===== src/rtl/dmem_pkg.sv =====
// rtl/dmem_pkg.sv - shared owner encoding, default widths and response-state type for the data-memory arbiter
package dmem_pkg;

    localparam logic OWN_CPU = 1'b0;
    localparam logic OWN_DMA = 1'b1;

    localparam int AW_DEF    = 32;
    localparam int DW_DEF    = 32;
    localparam int DEPTH_DEF = 16;

    typedef enum logic {
        ST_IDLE = 1'b0,
        ST_RESP = 1'b1
    } resp_state_e;

endpackage


===== src/rtl/dmem_arbiter_if.sv =====
// rtl/dmem_arbiter_if.sv - CPU, loader and data-memory signal bundle seen by the arbiter
interface dmem_arbiter_if #(
    parameter int AW = dmem_pkg::AW_DEF,
    parameter int DW = dmem_pkg::DW_DEF
);
    logic          cpu_rd;
    logic          cpu_wr;
    logic [AW-1:0] cpu_addr;
    logic [DW-1:0] cpu_wdata;
    logic          cpu_gnt;
    logic          cpu_stall;
    logic          cpu_rvalid;
    logic [DW-1:0] cpu_rdata;
    logic          cpu_err;

    logic          dma_rd;
    logic          dma_wr;
    logic [AW-1:0] dma_addr;
    logic [DW-1:0] dma_wdata;
    logic          dma_gnt;
    logic          dma_rvalid;
    logic [DW-1:0] dma_rdata;
    logic          dma_err;

    logic          mem_mr;
    logic          mem_mw;
    logic [AW-1:0] mem_addr;
    logic [DW-1:0] mem_wdata;
    logic [DW-1:0] mem_rdata;

    modport slave (
        input  cpu_rd, cpu_wr, cpu_addr, cpu_wdata,
        input  dma_rd, dma_wr, dma_addr, dma_wdata,
        input  mem_rdata,
        output cpu_gnt, cpu_stall, cpu_rvalid, cpu_rdata, cpu_err,
        output dma_gnt, dma_rvalid, dma_rdata, dma_err,
        output mem_mr, mem_mw, mem_addr, mem_wdata
    );

    modport master (
        output cpu_rd, cpu_wr, cpu_addr, cpu_wdata,
        output dma_rd, dma_wr, dma_addr, dma_wdata,
        output mem_rdata,
        input  cpu_gnt, cpu_stall, cpu_rvalid, cpu_rdata, cpu_err,
        input  dma_gnt, dma_rvalid, dma_rdata, dma_err,
        input  mem_mr, mem_mw, mem_addr, mem_wdata
    );

endinterface


===== src/rtl/rr_arb2.sv =====
// rtl/rr_arb2.sv - two-way round-robin arbiter with a last-grant register
module rr_arb2
    import dmem_pkg::*;
(
    input  logic       clk,
    input  logic       rst_n,
    input  logic [1:0] req,
    output logic [1:0] gnt
);

    logic last_gnt;

    // Bit index equals the owner encoding; requests are ignored while in reset.
    always_comb begin
        gnt = 2'b00;
        if (rst_n) begin
            if (&req) begin
                gnt = (last_gnt == OWN_CPU) ? 2'b10 : 2'b01;
            end else begin
                gnt = req;
            end
        end
    end

    always_ff @(posedge clk) begin
        if (!rst_n) begin
            last_gnt <= OWN_DMA;
        end else if (|gnt) begin
            last_gnt <= gnt[1] ? OWN_DMA : OWN_CPU;
        end
    end

endmodule


===== src/rtl/dmem_arbiter.sv =====
// rtl/dmem_arbiter.sv - shares the single-port data memory between the CPU MEM stage and the loader
module dmem_arbiter
    import dmem_pkg::*;
#(
    parameter int AW    = AW_DEF,
    parameter int DW    = DW_DEF,
    parameter int DEPTH = DEPTH_DEF
) (
    input  logic            clk,
    input  logic            rst_n,
    dmem_arbiter_if.slave   bus
);

    logic [1:0]    req;
    logic [1:0]    gnt;

    logic          sel_rd;
    logic          sel_wr;
    logic [AW-1:0] sel_addr;
    logic [DW-1:0] sel_wdata;
    logic          sel_in_range;
    logic          rd_grant;
    logic          wr_err;

    resp_state_e   state_q, state_d;
    logic          owner_q, owner_d;
    logic          err_q, err_d;
    logic          resp_valid;
    logic [DW-1:0] resp_data;

    assign req = {bus.dma_rd | bus.dma_wr, bus.cpu_rd | bus.cpu_wr};

    rr_arb2 u_arb (
        .clk   (clk),
        .rst_n (rst_n),
        .req   (req),
        .gnt   (gnt)
    );

    assign bus.cpu_gnt   = gnt[OWN_CPU];
    assign bus.dma_gnt   = gnt[OWN_DMA];
    assign bus.cpu_stall = rst_n & req[OWN_CPU] & ~gnt[OWN_CPU];

    // Everything downstream sees zeros unless a port holds the grant.
    always_comb begin
        sel_rd    = 1'b0;
        sel_wr    = 1'b0;
        sel_addr  = '0;
        sel_wdata = '0;
        if (gnt[OWN_CPU]) begin
            sel_rd    = bus.cpu_rd;
            sel_wr    = bus.cpu_wr;
            sel_addr  = bus.cpu_addr;
            sel_wdata = bus.cpu_wdata;
        end else if (gnt[OWN_DMA]) begin
            sel_rd    = bus.dma_rd;
            sel_wr    = bus.dma_wr;
            sel_addr  = bus.dma_addr;
            sel_wdata = bus.dma_wdata;
        end
    end

    assign sel_in_range = sel_addr < AW'(DEPTH);
    assign rd_grant     = sel_rd & ~sel_wr;
    assign wr_err       = sel_wr & ~sel_in_range;

    assign bus.mem_mr    = rd_grant & sel_in_range;
    assign bus.mem_mw    = sel_wr & sel_in_range;
    assign bus.mem_addr  = sel_addr;
    assign bus.mem_wdata = sel_wdata;

    // Every granted read, in or out of range, produces exactly one response next cycle.
    always_comb begin
        state_d = state_q;
        owner_d = owner_q;
        err_d   = err_q;
        case (state_q)
            ST_IDLE: if (rd_grant)  state_d = ST_RESP;
            ST_RESP: if (!rd_grant) state_d = ST_IDLE;
            default: state_d = ST_IDLE;
        endcase
        if (rd_grant) begin
            owner_d = gnt[OWN_DMA] ? OWN_DMA : OWN_CPU;
            err_d   = ~sel_in_range;
        end
    end

    always_ff @(posedge clk) begin
        if (!rst_n) begin
            state_q <= ST_IDLE;
            owner_q <= OWN_CPU;
            err_q   <= 1'b0;
        end else begin
            state_q <= state_d;
            owner_q <= owner_d;
            err_q   <= err_d;
        end
    end

    // Gating with rst_n keeps a response pending at reset assertion from ever surfacing.
    assign resp_valid = rst_n & (state_q == ST_RESP);
    assign resp_data  = err_q ? '0 : bus.mem_rdata;

    assign bus.cpu_rvalid = resp_valid & (owner_q == OWN_CPU);
    assign bus.dma_rvalid = resp_valid & (owner_q == OWN_DMA);
    assign bus.cpu_rdata  = bus.cpu_rvalid ? resp_data : '0;
    assign bus.dma_rdata  = bus.dma_rvalid ? resp_data : '0;
    assign bus.cpu_err    = (bus.cpu_rvalid & err_q) | (gnt[OWN_CPU] & wr_err);
    assign bus.dma_err    = (bus.dma_rvalid & err_q) | (gnt[OWN_DMA] & wr_err);

endmodule

===== src/flat_wrapper.sv =====
// flat-port wrapper written by rule: the top's interface ports become plain ports
module dmem_arbiter_flat import dmem_pkg::*;
#(
    parameter int AW    = AW_DEF,
    parameter int DW    = DW_DEF,
    parameter int DEPTH = DEPTH_DEF
)
  (clk, rst_n, bus_cpu_rd, bus_cpu_wr, bus_cpu_addr, bus_cpu_wdata, bus_dma_rd, bus_dma_wr, bus_dma_addr, bus_dma_wdata, bus_mem_rdata, bus_cpu_gnt, bus_cpu_stall, bus_cpu_rvalid, bus_cpu_rdata, bus_cpu_err, bus_dma_gnt, bus_dma_rvalid, bus_dma_rdata, bus_dma_err, bus_mem_mr, bus_mem_mw, bus_mem_addr, bus_mem_wdata);
  dmem_arbiter_if #(.AW(AW), .DW(DW)) bus_i ();
  input  logic clk;
  input  logic rst_n;
  input wire logic [$bits(bus_i.cpu_rd)-1:0] bus_cpu_rd;
  input wire logic [$bits(bus_i.cpu_wr)-1:0] bus_cpu_wr;
  input wire logic [$bits(bus_i.cpu_addr)-1:0] bus_cpu_addr;
  input wire logic [$bits(bus_i.cpu_wdata)-1:0] bus_cpu_wdata;
  input wire logic [$bits(bus_i.dma_rd)-1:0] bus_dma_rd;
  input wire logic [$bits(bus_i.dma_wr)-1:0] bus_dma_wr;
  input wire logic [$bits(bus_i.dma_addr)-1:0] bus_dma_addr;
  input wire logic [$bits(bus_i.dma_wdata)-1:0] bus_dma_wdata;
  input wire logic [$bits(bus_i.mem_rdata)-1:0] bus_mem_rdata;
  output wire logic [$bits(bus_i.cpu_gnt)-1:0] bus_cpu_gnt;
  output wire logic [$bits(bus_i.cpu_stall)-1:0] bus_cpu_stall;
  output wire logic [$bits(bus_i.cpu_rvalid)-1:0] bus_cpu_rvalid;
  output wire logic [$bits(bus_i.cpu_rdata)-1:0] bus_cpu_rdata;
  output wire logic [$bits(bus_i.cpu_err)-1:0] bus_cpu_err;
  output wire logic [$bits(bus_i.dma_gnt)-1:0] bus_dma_gnt;
  output wire logic [$bits(bus_i.dma_rvalid)-1:0] bus_dma_rvalid;
  output wire logic [$bits(bus_i.dma_rdata)-1:0] bus_dma_rdata;
  output wire logic [$bits(bus_i.dma_err)-1:0] bus_dma_err;
  output wire logic [$bits(bus_i.mem_mr)-1:0] bus_mem_mr;
  output wire logic [$bits(bus_i.mem_mw)-1:0] bus_mem_mw;
  output wire logic [$bits(bus_i.mem_addr)-1:0] bus_mem_addr;
  output wire logic [$bits(bus_i.mem_wdata)-1:0] bus_mem_wdata;
  assign bus_i.cpu_rd = bus_cpu_rd;
  assign bus_i.cpu_wr = bus_cpu_wr;
  assign bus_i.cpu_addr = bus_cpu_addr;
  assign bus_i.cpu_wdata = bus_cpu_wdata;
  assign bus_i.dma_rd = bus_dma_rd;
  assign bus_i.dma_wr = bus_dma_wr;
  assign bus_i.dma_addr = bus_dma_addr;
  assign bus_i.dma_wdata = bus_dma_wdata;
  assign bus_i.mem_rdata = bus_mem_rdata;
  assign bus_cpu_gnt = bus_i.cpu_gnt;
  assign bus_cpu_stall = bus_i.cpu_stall;
  assign bus_cpu_rvalid = bus_i.cpu_rvalid;
  assign bus_cpu_rdata = bus_i.cpu_rdata;
  assign bus_cpu_err = bus_i.cpu_err;
  assign bus_dma_gnt = bus_i.dma_gnt;
  assign bus_dma_rvalid = bus_i.dma_rvalid;
  assign bus_dma_rdata = bus_i.dma_rdata;
  assign bus_dma_err = bus_i.dma_err;
  assign bus_mem_mr = bus_i.mem_mr;
  assign bus_mem_mw = bus_i.mem_mw;
  assign bus_mem_addr = bus_i.mem_addr;
  assign bus_mem_wdata = bus_i.mem_wdata;
  dmem_arbiter #(.AW(AW), .DW(DW), .DEPTH(DEPTH)) u_core (.clk(clk), .rst_n(rst_n), .bus(bus_i));
endmodule

===== config.mk =====
export PLATFORM = sky130hd
export DESIGN_NAME = dmem_arbiter_flat
export DESIGN_NICKNAME = d
export VERILOG_FILES = /design/src/rtl/dmem_pkg.sv /design/src/rtl/dmem_arbiter_if.sv /design/src/rtl/rr_arb2.sv /design/src/rtl/dmem_arbiter.sv /design/src/flat_wrapper.sv
export SDC_FILE = /design/constraint.sdc
export NUM_CORES = 1
export LEC_CHECK = 0
export ABC_AREA = 1
export CORE_AREA = 5 5 113 115
export CTS_BUF_LIST = sky130_fd_sc_hd__clkbuf_16
export DETAILED_ROUTE_END_ITERATION = 6
export DIE_AREA = 0 0 118 120
export GPL_TIMING_DRIVEN = 0
export HOLD_SLACK_MARGIN = 0.08
export PLACE_DENSITY_LB_ADDON = 0.2
export SLEW_MARGIN = 20
export SYNTH_ARGS = -nofsm -noshare
export SYNTH_HDL_FRONTEND = slang
export SYNTH_SLANG_ARGS = --single-unit

===== constraint.sdc =====
create_clock -name clk -period 3.35 [get_ports clk]
set_input_delay 1.005 -clock clk [delete_from_list [all_inputs] [get_ports clk]]
set_output_delay 1.005 -clock clk [all_outputs]
set_load 0.01 [all_outputs]

==> impl_metrics.csv <==
group,metric,value,unit
floorplan,core.rowCount,40,
sta,hold-worst-slack,0.619,ns
worst_setup_path,start_kind,"input pin",
synth,yosysTopAreaCell,"nor3_1",
synth,synth_edf_count,0,
sta,tightest_slew,0.487,ns
worst_setup_path,worstPathArrival,2.46,ns
sta,finalSetupTns,-0.306,ns
clock_network,clock_sinks,4,
floorplan,fp.dieH,120,um
sta,max_freq,289,MHz
global_routing,antenna_found_initial,0,
synth,ys_ff_latch,4,
floorplan,die-width,118,um
sta,slew_headroom,67.6,%
placement,portBuffers,302,
clock_network,clk_path_buf_depth,2,
route,dr.pass1.iters,4,
global_routing,grt_pass1_vias,3555,
cells_and_area,layout-drive-gt1-share,20.3,%
route,vias,3497,
placement,place_hpwl,11800,um
synth,avgSynthCellArea,5.50,um^2
clock_network,cts_tree,"done",
global_routing,grt_use_total,18.4,%
min_path,hold_path.class,"reg2reg",
sta,finalHoldViolCount,0,
synth,synthFlopType,"dfxtp_1",
sta,fin_crit_sh,103,%
clock_network,clk_latency,0.23,ns
cells_and_area,num-fill-cells,1235,
route,drc,0,
floorplan,die_area,0.0142,mm^2
synth,synth_fa_ha_area_share,0,%
placement,gp_congestion,0.832,
clock_network,clkTransAtPathRegs,0.03,ns
worst_setup_path,crit_type,"in2out",
sta,final.min_clock_period,3.46,ns
clock_network,htreeDepth,1,
clock_network,clock_tree.root_cell,"clkbuf_16",
synth,syn_area,0.00175,mm^2
sta,setup_violations,4,
cells_and_area,final-seq-area,80.1,um^2
synth,synth_mux_area_share,0,%
floorplan,core-area,0.0117,mm^2
cells_and_area,area_growth,205,%
synth,yosys.area_share.xor_xnor,0,%
synth,synth_common_cells,"nor3_1 (65), inv_1 (47), nand2_1 (47)",
synth,yosysUniqueCellTypes,25,
status,violations,"negative setup slack",
power_and_ir_drop,power_density,181,mW/mm^2
cells_and_area,multiInputGateArea,0.00146,mm^2
route,drt_iter0_drc,129,
sta,slew_viol_final,0,
synth,synth_compound_area_share,23.6,%
sta,fin_worst_skew,0.00139,ns
synth,ys_warn_count,0,
route,wl_per_cell,18.2,um
synth,synth_cells,318,
worst_setup_path,endpoint_kind,"output port",
floorplan,initial_core_util,14.9,%
cells_and_area,diodes,0,
clock_network,hold_buffers,0,
route,ant_nets,0,
status,status,"complete, but fails checks",
synth,netlist.area_leader.share,18.6,%
route,wl,14300,um
global_routing,grt_max_degree,11,
sta,rsz0062_at_grt,"yes",
clock_network,cts_buffers,3,
power_and_ir_drop,ir_worst_vdd,117,uV
floorplan,io_pins,303,
worst_setup_path,required,2.34,ns
job,cap_violations,0,
power_and_ir_drop,p_leak,2.76,nW
synth,yosys.area_share.simple,52.8,%
synth,synth_top_family_by_area,"simple AND/OR/NAND/NOR gates",
global_routing,grt_pass1_wl,21100,um
synth,async_flop_share,0,%
synth,yosysMostFrequentCell,"nor3_1",
global_routing,grt_overflow_total,0,
placement,dp_slack,-1.24,ns
route,drt-vias-per-instance,4.44,
synth,yosysSeqAreaShare,4.58,%
synth,synth_area_leaders,"nor3_1 (19%), a22o_1 (18%), inv_1 (10%)",
worst_setup_path,cp_max_fo,5,
synth,mappedNetlistNets,484,
sta,setup_ws,-0.111,ns
cells_and_area,finalNetCount,809,
per-layer routing:
layer	vias up	track usage, %	wire length [um]
li1	1735	-	-
met1	1595	20.8	5230
met2	154	34.5	7800
met3	13	5.51	1150
met4	0	2.72	157
met5	-	0	0
area by class of cell:
class / count / area share, %
Buffer: 27 / 4.46
Clock buffer: 3 / 1.41
Inverter: 49 / 3.59
Multi-Input combinational cell: 237 / 27.4
Sequential cell: 4 / 1.50
Tap cell: 147 / 3.45
Timing Repair Buffer: 321 / 58.2
cells by family (layout without fill, tap and decap cells):
kind of cell	Yosys count	after routing
simple gates	187	187
buf+inv	77	400
compound gates	50	50
flops	4	4
power by group:
group          internal, W  switching, W
registers        0.0000524    0.00000454
clock network     0.000153     0.0000371
logic             0.000399      0.000319
sequential cells by signal (all words and copies together), names as in the netlist:
signal,flops
u_core.state_q,1
u_core.u_arb.last_gnt,1
u_core.owner_q,1
u_core.err_q,1
per-stage QoR:
| stage | util, % | cells | power (W) | instance area [um^2] |
|---|---|---|---|---|
| after floorplan | - | 318 | 0.000311 | 1750 |
| final | 45.6 | 788 | 0.000965 | 5340 |
| after global placement | 42.3 | 767 | 0.000744 | 4950 |
| after detailed placement | 42.3 | 767 | 0.000747 | 4950 |
| after CTS | 44.9 | 784 | 0.000962 | 5260 |
| after global routing | 45.6 | 788 | 0.00102 | 5340 |
worst max-delay path, stage by stage:
cell     delay [ns]
buf_12         0.11
o21ai_4        0.17
nor2_4         0.07
buf_6          0.13
nand2_2        0.05
nand2_2        0.06
nor2_2         0.10
nand2_1        0.07
nor2_1         0.10
nand2_1        0.10
nor2_4         0.19
inv_2          0.06
nor2_1         0.07
buf_2          0.15
placed cells by master, fill, tap and decap left out, types with 2 or more instances in the layout:
master and n:
clkdlybuf4s15_2 4, inv_1 46, nand3_2 12, clkdlybuf4s50_1 198, nand2_1 42, dlygate4sd2_1 47, a22o_1 36, nor3_1 64
clkbuf_2 17, buf_1 2, o21ai_2 4, nand3_1 32, buf_2 12, clkbuf_4 5, buf_6 18, nor2_1 12
nor2_4 6, dlymetal6s2s_1 18, dfxtp_1 4, buf_12 3, clkbuf_1 5, buf_4 11, clkbuf_16 4, nor2_2 8
buf_8 5, o21ai_4 4, nand2_2 9
path summary, 6_finish.rpt:
path	start	endpoint	slack (ns)	cells past startpoint
setup / recovery	bus_cpu_wr	bus_mem_mw	-0.11	14
hold / removal	u_core.owner_q	u_core.owner_q	0.62	1
setup reg to reg	u_core.u_arb.last_gnt	u_core.err_q	1.65	11
hold reg to reg	u_core.owner_q	u_core.owner_q	0.62	1
timing repair:
action,in CTS,in global routing
endpoints found under the hold margin,0,0
gates resized for setup,216,86
pin swaps,23,19
buffers inserted,11,4
cloned,3,2
setup endpoints to repair,137,86
Note: power is estimated with default switching activity, not from simulation.
